File: config.mk
export PLATFORM = sky130hd
export DESIGN_NAME = uart_stream
export DESIGN_NICKNAME = d
export VERILOG_FILES = /design/src/rtl/uart_stream.sv
export SDC_FILE = /design/constraint.sdc
export NUM_CORES = 1
export LEC_CHECK = 0
export BUFFER_PORTS_ARGS = -buffer_cell sky130_fd_sc_hd__buf_2
export CAP_MARGIN = 20
export CORE_ASPECT_RATIO = 0.5
export CORE_UTILIZATION = 40
export DETAILED_ROUTE_END_ITERATION = 7
export MAX_ROUTING_LAYER = met4
export SETUP_SLACK_MARGIN = 0.05
export SKIP_CTS_REPAIR_TIMING = 1
export SYNTH_ARGS = -nofsm -noshare
export SYNTH_HDL_FRONTEND = slang
export SYNTH_SLANG_ARGS = --single-unit
File: constraint.sdc
create_clock -name clk_i -period 5.2 [get_ports clk_i]
set_clock_uncertainty 0.2 [all_clocks]
set_input_delay 0 -clock clk_i [delete_from_list [all_inputs] [get_ports clk_i]]
set_output_delay 0 -clock clk_i [all_outputs]
set_load 0.01 [all_outputs]
File: src/rtl/uart_stream.sv
// ---------------------------------------------------------------------------
// uart_stream
//
// Byte-stream UART bridge: 8 data bits, no parity, 1 stop bit, LSB first,
// line idle high. The transmitter drains a valid/ready byte stream onto
// uart_tx_o. The receiver turns uart_rx_i frames into a valid/ready byte
// stream through a single-entry output buffer.
//
// Parameters
//   CLKS_PER_BIT  clock cycles per serial bit (>= 4)
//
// Ports
//   clk_i        system clock, rising edge
//   rst_i        asynchronous active-high reset
//   in_data_i    byte to transmit
//   in_valid_i   transmit byte offered
//   in_ready_o   transmitter idle; byte taken on in_valid_i & in_ready_o
//   out_data_o   received byte, stable while out_valid_o is high
//   out_valid_o  received byte available
//   out_ready_i  consumer takes byte on out_valid_o & out_ready_i
//   uart_tx_o    serial output
//   uart_rx_i    serial input (asynchronous)
//   frame_err_o  one-cycle pulse: stop bit sampled low
//   overrun_o    one-cycle pulse: received byte dropped, buffer full
// ---------------------------------------------------------------------------
module uart_stream #(
    parameter int CLKS_PER_BIT = 417
) (
    input  logic       clk_i,
    input  logic       rst_i,
    input  logic [7:0] in_data_i,
    input  logic       in_valid_i,
    output logic       in_ready_o,
    output logic [7:0] out_data_o,
    output logic       out_valid_o,
    input  logic       out_ready_i,
    output logic       uart_tx_o,
    input  logic       uart_rx_i,
    output logic       frame_err_o,
    output logic       overrun_o
);

    localparam int TW = (CLKS_PER_BIT > 1) ? $clog2(CLKS_PER_BIT) : 1;
    localparam logic [TW-1:0] BIT_LAST  = TW'(CLKS_PER_BIT - 1);
    localparam logic [TW-1:0] HALF_LAST = TW'(CLKS_PER_BIT / 2 - 1);
    localparam logic [TW-1:0] TIMER_ONE = TW'(1);

    typedef enum logic [1:0] {
        TX_IDLE,
        TX_START,
        TX_DATA,
        TX_STOP
    } tx_state_e;

    typedef enum logic [2:0] {
        RX_IDLE,
        RX_START,
        RX_DATA,
        RX_STOP,
        RX_WAIT_HIGH
    } rx_state_e;

    // -----------------------------------------------------------------------
    // Transmitter
    // -----------------------------------------------------------------------
    tx_state_e       tx_state_q, tx_state_d;
    logic [TW-1:0]   tx_timer_q, tx_timer_d;
    logic [2:0]      tx_bit_q, tx_bit_d;
    logic [7:0]      tx_shift_q, tx_shift_d;
    logic            tx_q, tx_d;
    logic            in_ready_q, in_ready_d;

    always_ff @(posedge clk_i or posedge rst_i) begin
        if (rst_i) begin
            tx_state_q <= TX_IDLE;
            tx_timer_q <= '0;
            tx_bit_q   <= '0;
            tx_shift_q <= '0;
            tx_q       <= 1'b1;
            in_ready_q <= 1'b0;
        end else begin
            tx_state_q <= tx_state_d;
            tx_timer_q <= tx_timer_d;
            tx_bit_q   <= tx_bit_d;
            tx_shift_q <= tx_shift_d;
            tx_q       <= tx_d;
            in_ready_q <= in_ready_d;
        end
    end

    always_comb begin
        tx_state_d = tx_state_q;
        tx_timer_d = tx_timer_q;
        tx_bit_d   = tx_bit_q;
        tx_shift_d = tx_shift_q;
        tx_d       = tx_q;
        in_ready_d = in_ready_q;

        case (tx_state_q)
            TX_IDLE: begin
                // Ready comes up on the first edge out of reset and stays up.
                in_ready_d = 1'b1;
                tx_d       = 1'b1;
                if (in_valid_i && in_ready_q) begin
                    tx_shift_d = in_data_i;
                    tx_d       = 1'b0;
                    in_ready_d = 1'b0;
                    tx_timer_d = '0;
                    tx_state_d = TX_START;
                end
            end
            TX_START: begin
                if (tx_timer_q == BIT_LAST) begin
                    tx_timer_d = '0;
                    tx_bit_d   = '0;
                    tx_d       = tx_shift_q[0];
                    tx_state_d = TX_DATA;
                end else begin
                    tx_timer_d = tx_timer_q + TIMER_ONE;
                end
            end
            TX_DATA: begin
                if (tx_timer_q == BIT_LAST) begin
                    tx_timer_d = '0;
                    if (tx_bit_q == 3'd7) begin
                        tx_d       = 1'b1;
                        tx_state_d = TX_STOP;
                    end else begin
                        // Bit on the line is always shift[0]; advance by one.
                        tx_bit_d   = tx_bit_q + 3'd1;
                        tx_shift_d = {1'b0, tx_shift_q[7:1]};
                        tx_d       = tx_shift_q[1];
                    end
                end else begin
                    tx_timer_d = tx_timer_q + TIMER_ONE;
                end
            end
            TX_STOP: begin
                if (tx_timer_q == BIT_LAST) begin
                    tx_timer_d = '0;
                    in_ready_d = 1'b1;
                    tx_state_d = TX_IDLE;
                end else begin
                    tx_timer_d = tx_timer_q + TIMER_ONE;
                end
            end
            default: begin
                tx_d       = 1'b1;
                in_ready_d = 1'b0;
                tx_state_d = TX_IDLE;
            end
        endcase
    end

    assign uart_tx_o  = tx_q;
    assign in_ready_o = in_ready_q;

    // -----------------------------------------------------------------------
    // Receiver: 2-flop synchronizer, reset to the idle (high) level so a
    // reset never looks like a start bit.
    // -----------------------------------------------------------------------
    logic rx_sync1_q, rx_sync2_q;
    logic rx_s;

    always_ff @(posedge clk_i or posedge rst_i) begin
        if (rst_i) begin
            rx_sync1_q <= 1'b1;
            rx_sync2_q <= 1'b1;
        end else begin
            rx_sync1_q <= uart_rx_i;
            rx_sync2_q <= rx_sync1_q;
        end
    end

    assign rx_s = rx_sync2_q;

    rx_state_e       rx_state_q, rx_state_d;
    logic [TW-1:0]   rx_timer_q, rx_timer_d;
    logic [2:0]      rx_bit_q, rx_bit_d;
    logic [7:0]      rx_shift_q, rx_shift_d;
    logic            rx_done_q, rx_done_d;   // good stop bit seen last cycle
    logic            rx_bad_q, rx_bad_d;     // bad stop bit seen last cycle

    always_ff @(posedge clk_i or posedge rst_i) begin
        if (rst_i) begin
            rx_state_q <= RX_IDLE;
            rx_timer_q <= '0;
            rx_bit_q   <= '0;
            rx_shift_q <= '0;
            rx_done_q  <= 1'b0;
            rx_bad_q   <= 1'b0;
        end else begin
            rx_state_q <= rx_state_d;
            rx_timer_q <= rx_timer_d;
            rx_bit_q   <= rx_bit_d;
            rx_shift_q <= rx_shift_d;
            rx_done_q  <= rx_done_d;
            rx_bad_q   <= rx_bad_d;
        end
    end

    always_comb begin
        rx_state_d = rx_state_q;
        rx_timer_d = rx_timer_q;
        rx_bit_d   = rx_bit_q;
        rx_shift_d = rx_shift_q;
        rx_done_d  = 1'b0;
        rx_bad_d   = 1'b0;

        case (rx_state_q)
            RX_IDLE: begin
                if (!rx_s) begin
                    rx_timer_d = '0;
                    rx_state_d = RX_START;
                end
            end
            RX_START: begin
                // Re-check at mid start bit to reject short glitches.
                if (rx_timer_q == HALF_LAST) begin
                    rx_timer_d = '0;
                    rx_bit_d   = '0;
                    rx_state_d = rx_s ? RX_IDLE : RX_DATA;
                end else begin
                    rx_timer_d = rx_timer_q + TIMER_ONE;
                end
            end
            RX_DATA: begin
                if (rx_timer_q == BIT_LAST) begin
                    rx_timer_d = '0;
                    rx_shift_d = {rx_s, rx_shift_q[7:1]};
                    if (rx_bit_q == 3'd7) begin
                        rx_state_d = RX_STOP;
                    end else begin
                        rx_bit_d = rx_bit_q + 3'd1;
                    end
                end else begin
                    rx_timer_d = rx_timer_q + TIMER_ONE;
                end
            end
            RX_STOP: begin
                if (rx_timer_q == BIT_LAST) begin
                    rx_timer_d = '0;
                    if (rx_s) begin
                        rx_done_d  = 1'b1;
                        rx_state_d = RX_IDLE;
                    end else begin
                        rx_bad_d   = 1'b1;
                        rx_state_d = RX_WAIT_HIGH;
                    end
                end else begin
                    rx_timer_d = rx_timer_q + TIMER_ONE;
                end
            end
            RX_WAIT_HIGH: begin
                // A held-low line (break) must not re-trigger a frame.
                if (rx_s) begin
                    rx_state_d = RX_IDLE;
                end
            end
            default: begin
                rx_state_d = RX_IDLE;
            end
        endcase
    end

    // -----------------------------------------------------------------------
    // Single-entry output buffer. rx_shift_q is not touched again until the
    // next frame's first data sample, so it is safe to load from one cycle
    // after the stop sample.
    // -----------------------------------------------------------------------
    logic [7:0] out_data_q, out_data_d;
    logic       out_valid_q, out_valid_d;
    logic       overrun_q, overrun_d;
    logic       frame_err_q, frame_err_d;

    always_ff @(posedge clk_i or posedge rst_i) begin
        if (rst_i) begin
            out_data_q  <= 8'h00;
            out_valid_q <= 1'b0;
            overrun_q   <= 1'b0;
            frame_err_q <= 1'b0;
        end else begin
            out_data_q  <= out_data_d;
            out_valid_q <= out_valid_d;
            overrun_q   <= overrun_d;
            frame_err_q <= frame_err_d;
        end
    end

    always_comb begin
        out_data_d  = out_data_q;
        out_valid_d = out_valid_q;
        overrun_d   = 1'b0;
        frame_err_d = rx_bad_q;

        if (rx_done_q) begin
            // A consume in the same cycle frees the slot for the new byte.
            if (!out_valid_q || out_ready_i) begin
                out_data_d  = rx_shift_q;
                out_valid_d = 1'b1;
            end else begin
                overrun_d = 1'b1;
            end
        end else if (out_valid_q && out_ready_i) begin
            out_valid_d = 1'b0;
        end
    end

    assign out_data_o  = out_data_q;
    assign out_valid_o = out_valid_q;
    assign overrun_o   = overrun_q;
    assign frame_err_o = frame_err_q;

endmodule

==> summary.txt, run 1 <==
GRT
  – First-pass GRT wire length: 10000 um
  – Initial antenna violation count: 0
  – GRT Residual Overflow: 0
  – GRT Total Usage: 0.164
  – Vias in the first global route: 2133
  – Largest net degree at the start of global routing: 63

Place
  – Dpl hpwl: 3930 um
  – Pre-CTS setup slack: 2.76 ns
  – Port-buffer cells: 25
  – Gpl congestion: 0.789
  – Placed Instances: 402

Timing
  – Min Tclk post-route: 2.46 ns
  – Max Clock Freq: 407 MHz
  – Setup TNS: 0 ns
  – Worst Max-Slew Pin Slew: 0.960 ns
  – Hold slack: -0.000259 ns
  – Setup violators final: 0
  – Slew Limit Headroom: 0.360
  – Setup ws final: 2.74 ns
  – Fin crit share: 0.473
  – Slew Viols, Final: 0
  – Number of hold violations in the final report: 1
  – RSZ-0062 raised after global routing: false

Yosys
  – Synth top area cells: dfrtp_1 47%, mux2_2 12%, ha_1 4.7%
  – Seq cells post-synth: 62
  – Mapped cell area: 3170 um2
  – Primary FF master, synth: dfrtp_1
  – Cell variety after synth: 53
  – FFs w/ async S/R, synth: 1.00
  – Synth Instances: 277
  – Top-area cell type share of the netlist area: 0.466
  – Most frequent cells after synthesis: 59 x dfrtp_1, 33 x mux2_2, 21 x nand2_1, 15 x inv_1, 15 x o21ai_0
  – Top-count cell post-synth: dfrtp_1
  – EDFF count, synth: 0
  – Post-Syn Area per Cell: 11.4 um2
  – Net count after synthesis: 302
  – Synth area leader: dfrtp_1
  – Register area share after synthesis: 0.491
  – YS warnings: 0

Power and ir drop
  – Clock power share: 0.525
  – Psw: 223 uW
  – Sw Ratio: 0.205
  – Static Leak: 0.00179 uW
  – Comb pwr share: 0.026
  – Int Power: 868 uW
  – Power per cell area: 288 nW/um2
  – Sequential share of power: 0.449
  – Worst IR Drop VDD: 0.159 mV

Clock tree
  – CTS Buffer Depth: 2
  – TritonCTS clock tree: built
  – H-tree levels: 3
  – Clock latency on the worst-skew pair: 0.34 ns
  – CTS buffer count: 9
  – Root Driver: clkbuf_16
  – CTS Sinks: 62
  – Clock transition at path regs: 0.05 ns

Hold path
  – Worst hold path type: in2reg

Floorplan
  – Die width: 128 um
  – Core Region: 7490 um2
  – Die Footprint: 8300 um2
  – Io pins: 26
  – FP Rows: 22
  – DIE HEIGHT: 64.9 um
  – Starting Density: 0.423

Routing
  – Starting DRC count in detailed routing: 201
  – Final wirelength: 6100 um
  – DR pass1 iterations: 5
  – Wire per inst: 14.2 um
  – Drt via density: 5.27
  – Vias: 2254
  – Post-route ant nets: 0
  – DR DRC count: 0

Worst setup path
  – Arrival time worst endpoint: 2.47 ns
  – Largest fanout on the critical path: 17
  – CP Data Required Time: 5.21 ns
  – Startpoint Class: flip-flop
  – CP Capture Type: flip-flop
  – Worst Setup Path Type: reg2reg

Job
  – Max cap viols: 0

Layout
  – Layout Area Growth over Synthesis: 19.7%
  – Register area: 1560 um2
  – Nets: 341
  – Diodes inserted: 0
  – Fill count: 666
  – Multi-input combinational cell area: 1520 um2
  – Share of cells above drive strength 1: 0.281
  – Fin cells: 428

Run status
  – Failing checks: negative hold slack
  – Status: complete, but fails checks
worst max-delay path: stages, from the launching register on:
cell     delay (ns)
dfrtp_1        0.41
inv_1          0.11
ha_1           0.53
nor2b_1        0.26
nand3_1        0.14
a21oi_4        0.30
mux2_2         0.38
power by group through the flow:
stage	clock, uW	sequential (uW)	combinational [uW]
global placement	0	498	21.5
detailed placement	0	498	22.5
floorplan	0	496	14.4
global route	605	490	32.3
CTS	588	490	22.6
finish	573	490	28.3
cells in the final DEF (no fill, tap or decap), drive strengths merged, types with 5 or more instances in the layout:
master / count
dfrtp: 59
mux2: 35
buf: 26
nand2: 21
o21ai: 16
inv: 15
ha: 12
dlygate4sd3: 11
nand3: 11
a21oi: 11
clkbuf: 11
nor2: 10
a22o: 9
a21o: 8
or3: 5
worst paths after layout:
kind	depth (start not counted)	slack, ns	from	to
setup / recovery	6	2.74	tx_state_q[0]	tx_shift_q[1]
hold / removal	5	-0.0003	in_valid_i	uart_tx_o
setup reg to reg	6	2.74	tx_state_q[0]	tx_shift_q[1]
hold reg to reg	0	0.15	frame_err_d	frame_err_o
max in group asynchronous	4	4.03	rst_i	out_data_o[3]
min in group asynchronous	4	0.23	rst_i	rx_timer_q[8]
cells by family (layout without fill, tap and decap cells):
family | count (synthesis) | after routing | synth area share
flops | 62 | 62 | 0.491
fa+ha+maj | 12 | 12 | 0.0474
compound gates | 65 | 65 | 0.154
mux | 37 | 37 | 0.132
simple gates | 76 | 76 | 0.143
xor+xnor | 1 | 1 | 0.00277
buf+inv | 24 | 67 | 0.0292
metrics by stage:
stage | cell area, um2 | utilization | total power [uW]
after floorplan | 3170 | - | 511
after global placement | 3400 | 0.454 | 519
after detailed placement | 3400 | 0.454 | 521
after CTS | 3680 | 0.492 | 1100
after global routing | 3790 | 0.506 | 1130
final | 3790 | 0.506 | 1090
sequential cells by signal, summed over array words and instances, names as in the netlist, 3 cells and up:
register / flops
tx_timer_q: 9
tx_bit_q: 3
rx_state_q: 3
rx_shift_q: 8
rx_timer_q: 9
rx_bit_q: 3
out_data_o: 8
tx_shift_q: 8
routing by layer:
layer / vias to the layer above / global-route usage / wire [um]
met3: 12 / 0.0619 / 205
li1: 1095 / - / -
met2: 24 / 0.268 / 2930
met1: 1123 / 0.187 / 2860
met4: 0 / 0.0559 / 107
met5: - / - / 0
area by class of cell:
class                           count  area share
Tap cell                          108      0.0356
Inverter                           15      0.0149
Multi-Input combinational cell    191       0.401
Clock inverter                      4      0.0132
Sequential cell                    62       0.410
Timing Repair Buffer               37      0.0640
Clock buffer                       11      0.0614
Note: power is estimated with default switching activity, not from simulation.
==> inputs of run 2 (changes only) <==
--- a/config.mk
+++ b/config.mk
@@ -5,6 +5,7 @@
 export SDC_FILE = /design/constraint.sdc
 export NUM_CORES = 1
 export LEC_CHECK = 0
+export ABC_AREA = 1
 export BUFFER_PORTS_ARGS = -buffer_cell sky130_fd_sc_hd__buf_2
 export CAP_MARGIN = 20
 export CORE_ASPECT_RATIO = 0.5
==> constraint.sdc (replaced) <==
create_clock -name clk_i -period 2.6 [get_ports clk_i]
set_clock_uncertainty 0.2 [all_clocks]
set_input_delay 0 -clock clk_i [delete_from_list [all_inputs] [get_ports clk_i]]
set_output_delay 0 -clock clk_i [all_outputs]
set_load 0.01 [all_outputs]
==> run 2 against run 1 <==
Against the previous run:
- the flow now finishes without violations
- worst setup slack worse by 2.1 ns
- non-clock buffer count rose by 1
- global-route usage rose by 0.46 points
- cell area rose by 1.4%
- largest cell class unchanged
==> summary.txt, run 2 <==
Run status
  – Status: finished, final reports clean

Yosys
  – Top-count cell post-synth: nand2_1
  – YS warnings: 0 (unchanged)
  – Post-Syn Area per Cell: 8.29 um2 (-27%)
  – FFs w/ async S/R, synth: 1.00 (unchanged)
  – Cell variety after synth: 32 (-40%)
  – Register area share after synthesis: 0.485 (-0.00632)
  – Net count after synthesis: 412 (+36%)
  – Synth top area cells: dfrtp_1 46%, nand2_1 13%, ha_1 4.7%
  – Most frequent cells after synthesis: 113 x nand2_1, 59 x dfrtp_1, 40 x inv_1, 29 x nor2_1, 24 x o21ai_0
  – Synth Instances: 387 (+40%)
  – EDFF count, synth: 0 (unchanged)
  – Mapped cell area: 3210 um2 (+1.3%)
  – Synth area leader: dfrtp_1
  – Top-area cell type share of the netlist area: 0.460 (-0.00600)
  – Seq cells post-synth: 62 (unchanged)
  – Primary FF master, synth: dfrtp_1

Routing
  – Starting DRC count in detailed routing: 166 (-17%)
  – Drt via density: 4.59 (-13%)
  – DR DRC count: 0 (unchanged)
  – DR pass1 iterations: 4 (-1)
  – Final wirelength: 5970 um (-2.1%)
  – Post-route ant nets: 0 (unchanged)
  – Vias: 2484 (+10%)
  – Wire per inst: 11.0 um (-23%)

Power and ir drop
  – Power per cell area: 839 nW/um2 (+190%)
  – Int Power: 2160 uW (+150%)
  – Sw Ratio: 0.330 (+0.126)
  – Sequential share of power: 0.377 (-0.072)
  – Power, Total: 3220 uW (+200%)
  – Psw: 1070 uW (+380%)
  – Static Leak: 0.00196 uW (+9.5%)
  – Worst IR Drop VDD: 0.418 mV (+160%)
  – Comb pwr share: 0.285 (+0.259)
  – Clock power share: 0.338 (-0.187)

Clock tree
  – Clock transition at path regs: 0.05 ns (about the same)
  – Root Driver: clkbuf_16
  – CTS buffer count: 9 (unchanged)
  – CTS Sinks: 62 (unchanged)
  – H-tree levels: 3 (unchanged)
  – TritonCTS clock tree: built
  – CTS Buffer Depth: 2 (unchanged)
  – Clock latency on the worst-skew pair: 0.33 ns (about the same)

Worst setup path
  – Startpoint Class: flip-flop
  – Slowest CP cell: dfrtp_1
  – Largest stage delay, worst path: 0.41 ns (-0.12 ns)
  – Largest fanout on the critical path: 14 (-3)
  – Crit path max-delay family: simple AND/OR/NAND/NOR gates
  – Critical path cell sequence: inv_1 > ha_1 > nand2_2 > o21ai_1 > inv_2 > nor2_8 > nand2_1 > o21ai_2
  – CP Capture Type: flip-flop
  – Worst Setup Path Type: reg2reg
  – R2r worst-path depth: 8 (+2)
  – Arrival time worst endpoint: 1.97 ns (-0.50 ns)
  – Critical path depth in cells: 8 (+2)
  – CP Data Required Time: 2.66 ns (-2.55 ns)
  – Critical path buffers and inverters: 2 (+1)

Layout
  – Layout Area Growth over Synthesis: 19.8% (about the same)
  – Most common cell after layout, fill and taps aside: nand2_1
  – Nets: 455 (+33%)
  – Diodes inserted: 0 (unchanged)
  – Share of cells above drive strength 1: 0.203 (-0.0780)
  – Multi-input combinational cell area: 1400 um2 (-7.7%)
  – Most frequent cells in the layout: 113 x nand2_1, 59 x dfrtp_1, 39 x inv_1
  – Largest regs: rx_timer_q x9, tx_timer_q x9
  – Fill count: 729 (+9.5%)
  – Fin cells: 541 (+26%)
  – Register area: 1560 um2 (unchanged)

Timing
  – Setup violators final: 0 (unchanged)
  – RSZ-0062 raised after global routing: false
  – Slew Limit Headroom: 0.714 (+0.355)
  – Max Clock Freq: 522 MHz (+28%)
  – Fin crit share: 0.737 (+0.264)
  – Min Tclk post-route: 1.92 ns (-0.544 ns)
  – Worst Max-Slew Pin Slew: 0.427 ns (-0.533 ns)
  – Number of hold violations in the final report: 0 (-1)
  – Setup TNS: 0 ns (unchanged)
  – Slew Viols, Final: 0 (unchanged)

GRT
  – Vias in the first global route: 2340 (+9.7%)
  – GRT Total Usage: 0.169 (+0.00463)
  – First-pass GRT wire length: 10500 um (+4.3%)
  – Largest net degree at the start of global routing: 63 (unchanged)
  – Initial antenna violation count: 0 (unchanged)
  – GRT Residual Overflow: 0 (unchanged)

Hold path
  – Worst hold path type: in2async

Place
  – Placed Instances: 515 (+28%)
  – Dpl hpwl: 4110 um (+4.7%)
  – Gpl congestion: 0.789 (about the same)
  – Port-buffer cells: 25 (unchanged)

Floorplan
  – FP Rows: 22 (unchanged)
  – Starting Density: 0.425 (+0.00239)
  – Die Footprint: 8400 um2 (+1.3%)
  – Core Region: 7540 um2 (+0.74%)
  – Io pins: 26 (unchanged)
  – DIE HEIGHT: 65.3 um (+0.63%)
  – Die width: 129 um (+0.64%)

Job
  – Max cap viols: 0 (unchanged)
-- run 2: changes by cell type in the layout (fill, tap and decap cells not counted), sizes merged, moves of 4 or more --
cell and delta:
a22oi -4, or3 -5, xor2 +7, o22ai +4, nand3 +7, mux2 -34, a21o -8, o21ai +31
nand2 +101, a21oi -7, inv +41, nor2 +25, nor2b -4, a22o -9
-- run 2: area by class of cell --
| type | count | share of cell area |
|---|---|---|
| clock buffers | 13 | 0.0703 |
| clock inverters | 1 | 0.00130 |
| inverters | 56 | 0.0547 |
| multi-input cells | 263 | 0.365 |
| flip-flops and latches | 62 | 0.405 |
| well taps | 108 | 0.0352 |
| repair buffers | 38 | 0.0690 |
-- run 2: tightest hold or removal path, stage by stage --
cell and delay [ns]:
dlygate4sd3_1 0.53, buf_2 0.12, inv_2 0.06, buf_12 0.30
-- run 2: power by group through the flow --
stage,Combinational [uW],Clock (uW),Sequential (uW)
global placement,902,0,1230
detailed placement,905,0,1230
CTS,912,1120,1220
finish,918,1090,1220
floorplan,763,0,1220
global route,1050,1160,1230
-- run 2: path summary, 6_finish.rpt --
check | slack (ns) | startpoint | endpoint
max | 0.68 | tx_state_q[0] | tx_shift_q[4]
max in group asynchronous | 1.80 | rst_i | uart_tx_o
max reg2reg | 0.68 | tx_state_q[0] | tx_shift_q[4]
min | 0.09 | rst_i | tx_shift_q[5]
min in group clk_i | 0.12 | uart_rx_i | rx_sync1_q
min reg2reg | 0.15 | frame_err_d | frame_err_o
-- run 2: cell families after synthesis --
| family | count (synthesis) | synth area share |
|---|---|---|
| AO/OA/AOI/OAI | 58 | 0.109 |
| adder cells (fa/ha/maj) | 12 | 0.0468 |
| XOR/XNOR | 8 | 0.0218 |
| buffers and inverters | 62 | 0.0784 |
| multiplexers | 1 | 0.00351 |
| AND/OR/NAND/NOR | 184 | 0.256 |
| flip-flops | 62 | 0.485 |
-- run 2: per-stage QoR --
stage	hold WS (ns)	area, um2	setup slack, ns	util
final	0.0924	3840	0.684	0.509
after global routing	0.125	3840	0.463	0.509
after CTS	-0.454	3720	0.656	0.494
after detailed placement	-0.108	3450	0.666	0.457
after global placement	-0.104	3450	0.725	0.457
after floorplan	-0.196	3210	0.864	-
-- run 2: routing by layer --
metal | GRT usage | vias to the layer above | wire [um]
li1 | - | 1305 | -
met1 | 0.205 | 1142 | 2970
met2 | 0.258 | 30 | 2700
met3 | 0.0611 | 7 | 215
met4 | 0.0662 | 0 | 77
met5 | - | - | 0
==> inputs of run 3 (changes only) <==
==> constraint.sdc (replaced) <==
create_clock -name clk_i -period 1.9 [get_ports clk_i]
set_clock_uncertainty 0.2 [all_clocks]
set_input_delay 0 -clock clk_i [delete_from_list [all_inputs] [get_ports clk_i]]
set_output_delay 0 -clock clk_i [all_outputs]
set_load 0.01 [all_outputs]
==> run 3 against run 2 <==
Against the previous run:
- non-clock buffer count grew 4
- register-to-register slack lost 0.52 ns
- hold slack lost 0.0074 ns
- via count is the same
- die area is the same
- critical endpoint is now tx_shift_q[7]
- largest cell class unchanged
- highest routed layer unchanged
==> summary.txt, run 3 (synthesis gave the netlist of run 2 again) <==
Routing
  – DR pass1 iterations: 4 (unchanged)
  – DR DRC count: 0 (unchanged)
  – Starting DRC count in detailed routing: 127 (-23%)
  – Wire per inst: 11.1 um (+0.94%)
  – Post-route ant nets: 0 (unchanged)
  – Vias: 2484 (unchanged)
  – Final wirelength: 6100 um (+2.2%)
  – Drt via density: 4.53 (-1.3%)

Worst setup path
  – Largest fanout on the critical path: 7 (-7)
  – Worst Setup Path Type: reg2reg
  – Arrival time worst endpoint: 1.79 ns (-0.18 ns)
  – Worst r2r src: tx_timer_q[0]
  – Worst reg2reg setup slack: 0.16 ns (-0.52 ns)
  – RR Endpoint: tx_shift_q[7]
  – R2r worst-path depth: 10 (+2)
  – CP Capture Type: flip-flop
  – Startpoint Class: flip-flop
  – CP Data Required Time: 1.96 ns (-0.70 ns)

Clock tree
  – Clock transition at path regs: 0.05 ns (about the same)
  – CTS buffer count: 9 (unchanged)
  – CTS Sinks: 62 (unchanged)
  – Root Driver: clkbuf_16
  – Clock latency on the worst-skew pair: 0.33 ns (about the same)
  – CTS Buffer Depth: 2 (unchanged)
  – TritonCTS clock tree: built
  – H-tree levels: 3 (unchanged)

Layout
  – Multi-input combinational cell area: 1430 um2 (+2.3%)
  – Share of cells above drive strength 1: 0.234 (+0.0309)
  – Most common cell after layout, fill and taps aside: nand2_1
  – Diodes inserted: 0 (unchanged)
  – Nets: 460 (+1.1%)
  – Fin cells: 548 (+1.3%)
  – Final instance area: 3970 um2 (+3.2%)
  – Largest regs: rx_timer_q x9, tx_timer_q x9
  – Layout Area Growth over Synthesis: 23.6%
  – Most frequent cells in the layout: 111 x nand2_1, 59 x dfrtp_1, 37 x inv_1
  – Fill count: 719 (-1.4%)
  – Register area: 1560 um2 (unchanged)

Timing
  – Min Tclk post-route: 1.74 ns (-0.179 ns)
  – Max Clock Freq: 576 MHz (+10%)
  – Slew Limit Headroom: 0.705 (-0.00980)
  – Setup violators final: 0 (unchanged)
  – Setup ws final: 0.163 ns (-0.521 ns)
  – RSZ-0062 raised after global routing: false
  – Worst Max-Slew Pin Slew: 0.442 ns (+0.0147 ns)
  – Number of hold violations in the final report: 0 (unchanged)
  – Slew Viols, Final: 0 (unchanged)
  – Setup TNS: 0 ns (unchanged)
  – Fin crit share: 0.914 (+0.177)

Floorplan
  – Die width: 129 um (unchanged)
  – Die Footprint: 8400 um2 (unchanged)
  – Core Region: 7540 um2 (unchanged)
  – FP Rows: 22 (unchanged)
  – Io pins: 26 (unchanged)
  – Starting Density: 0.425 (unchanged)
  – DIE HEIGHT: 65.3 um (unchanged)

Power and ir drop
  – Worst IR Drop VDD: 0.430 mV (+2.9%)
  – Power per cell area: 1220 nW/um2 (+45%)
  – Static Leak: 0.00201 uW (+2.5%)

GRT
  – GRT Total Usage: 0.166 (-0.00282)
  – Vias in the first global route: 2338 (-0.085%)
  – Initial antenna violation count: 0 (unchanged)
  – Largest net degree at the start of global routing: 63 (unchanged)
  – GRT Residual Overflow: 0 (unchanged)
  – First-pass GRT wire length: 10400 um (-0.93%)

Place
  – Port-buffer cells: 25 (unchanged)
  – Gpl congestion: 0.764 (-3.2%)
  – Placed Instances: 517 (+0.39%)
  – Cell Area, Placed: 3460 um2 (+0.44%)
  – Dpl hpwl: 4120 um (+0.11%)
  – Pre-CTS setup slack: 0.123 ns (-0.544 ns)

Hold path
  – Worst hold path type: in2async

Job
  – Max cap viols: 0 (unchanged)

Run status
  – Status: finished, final reports clean
[run 3: cell count changes in the layout (fill, tap and decap cells not counted), moves of 2 or more]
cell	delta
inv_2	+2
buf_4	+4
nand2_1	-2
nor2_2	+2
inv_1	-2
bufinv_16	+2
nor2_1	-2
[run 3: worst max-delay path by stage]
| stage | end | depth (start not counted) | start | slack (ns) |
|---|---|---|---|---|
| finish | tx_shift_q[7] | 10 | tx_timer_q[0] | 0.16 |
| global route | tx_shift_q[7] | 10 | tx_timer_q[0] | 0.05 |
| CTS | tx_shift_q[2] | 9 | tx_bit_q[0] | 0.10 |
| detailed placement | tx_shift_q[7] | 9 | tx_bit_q[0] | 0.12 |
| global placement | tx_shift_q[5] | 9 | tx_bit_q[0] | 0.16 |
| floorplan | frame_err_d | 1 | rst_i | 0.16 |
[run 3: per-layer routing]
layer  up-vias  part of all wire  global-route usage
met5         -                 0                   -
met4         0             0.016              0.0662
met3        11             0.031              0.0537
met2        22              0.47               0.264
met1      1132              0.48               0.197
li1       1319                 -                   -
[run 3: area by class of cell]
| type | count | area share |
|---|---|---|
| sequential | 62 | 0.392 |
| multi-input combinational | 264 | 0.362 |
| clock buffer | 13 | 0.0682 |
| clock inverter | 3 | 0.0164 |
| tap | 108 | 0.0341 |
| timing repair buffer | 42 | 0.0745 |
| inverter | 56 | 0.0530 |
[run 3: power by group]
group	switching, uW	internal [uW]	total (uW)
combinational	862	498	1360
clock	562	1250	1810
sequential	129	1540	1660
total	1550	3290	4840
[run 3: critical path, cell delays in order (launching register included)]
cell and delay, ns:
dfrtp_1 0.40, inv_1 0.10, ha_1 0.14, nand2_1 0.06
nor2_2 0.15, nand2_4 0.10, nand2_4 0.08, nand2_4 0.09
nor2_4 0.20, nand2_1 0.07, o21ai_1 0.07
[run 3: through the flow]
stage / hold WS [ns] / utilization / power (uW)
finish: 0.0849 / 0.526 / 4840
global route: 0.130 / 0.526 / 5170
CTS: -0.457 / 0.503 / 4810
detailed placement: -0.105 / 0.459 / 2950
global placement: -0.106 / 0.459 / 2950
floorplan: -0.196 / - / 2710
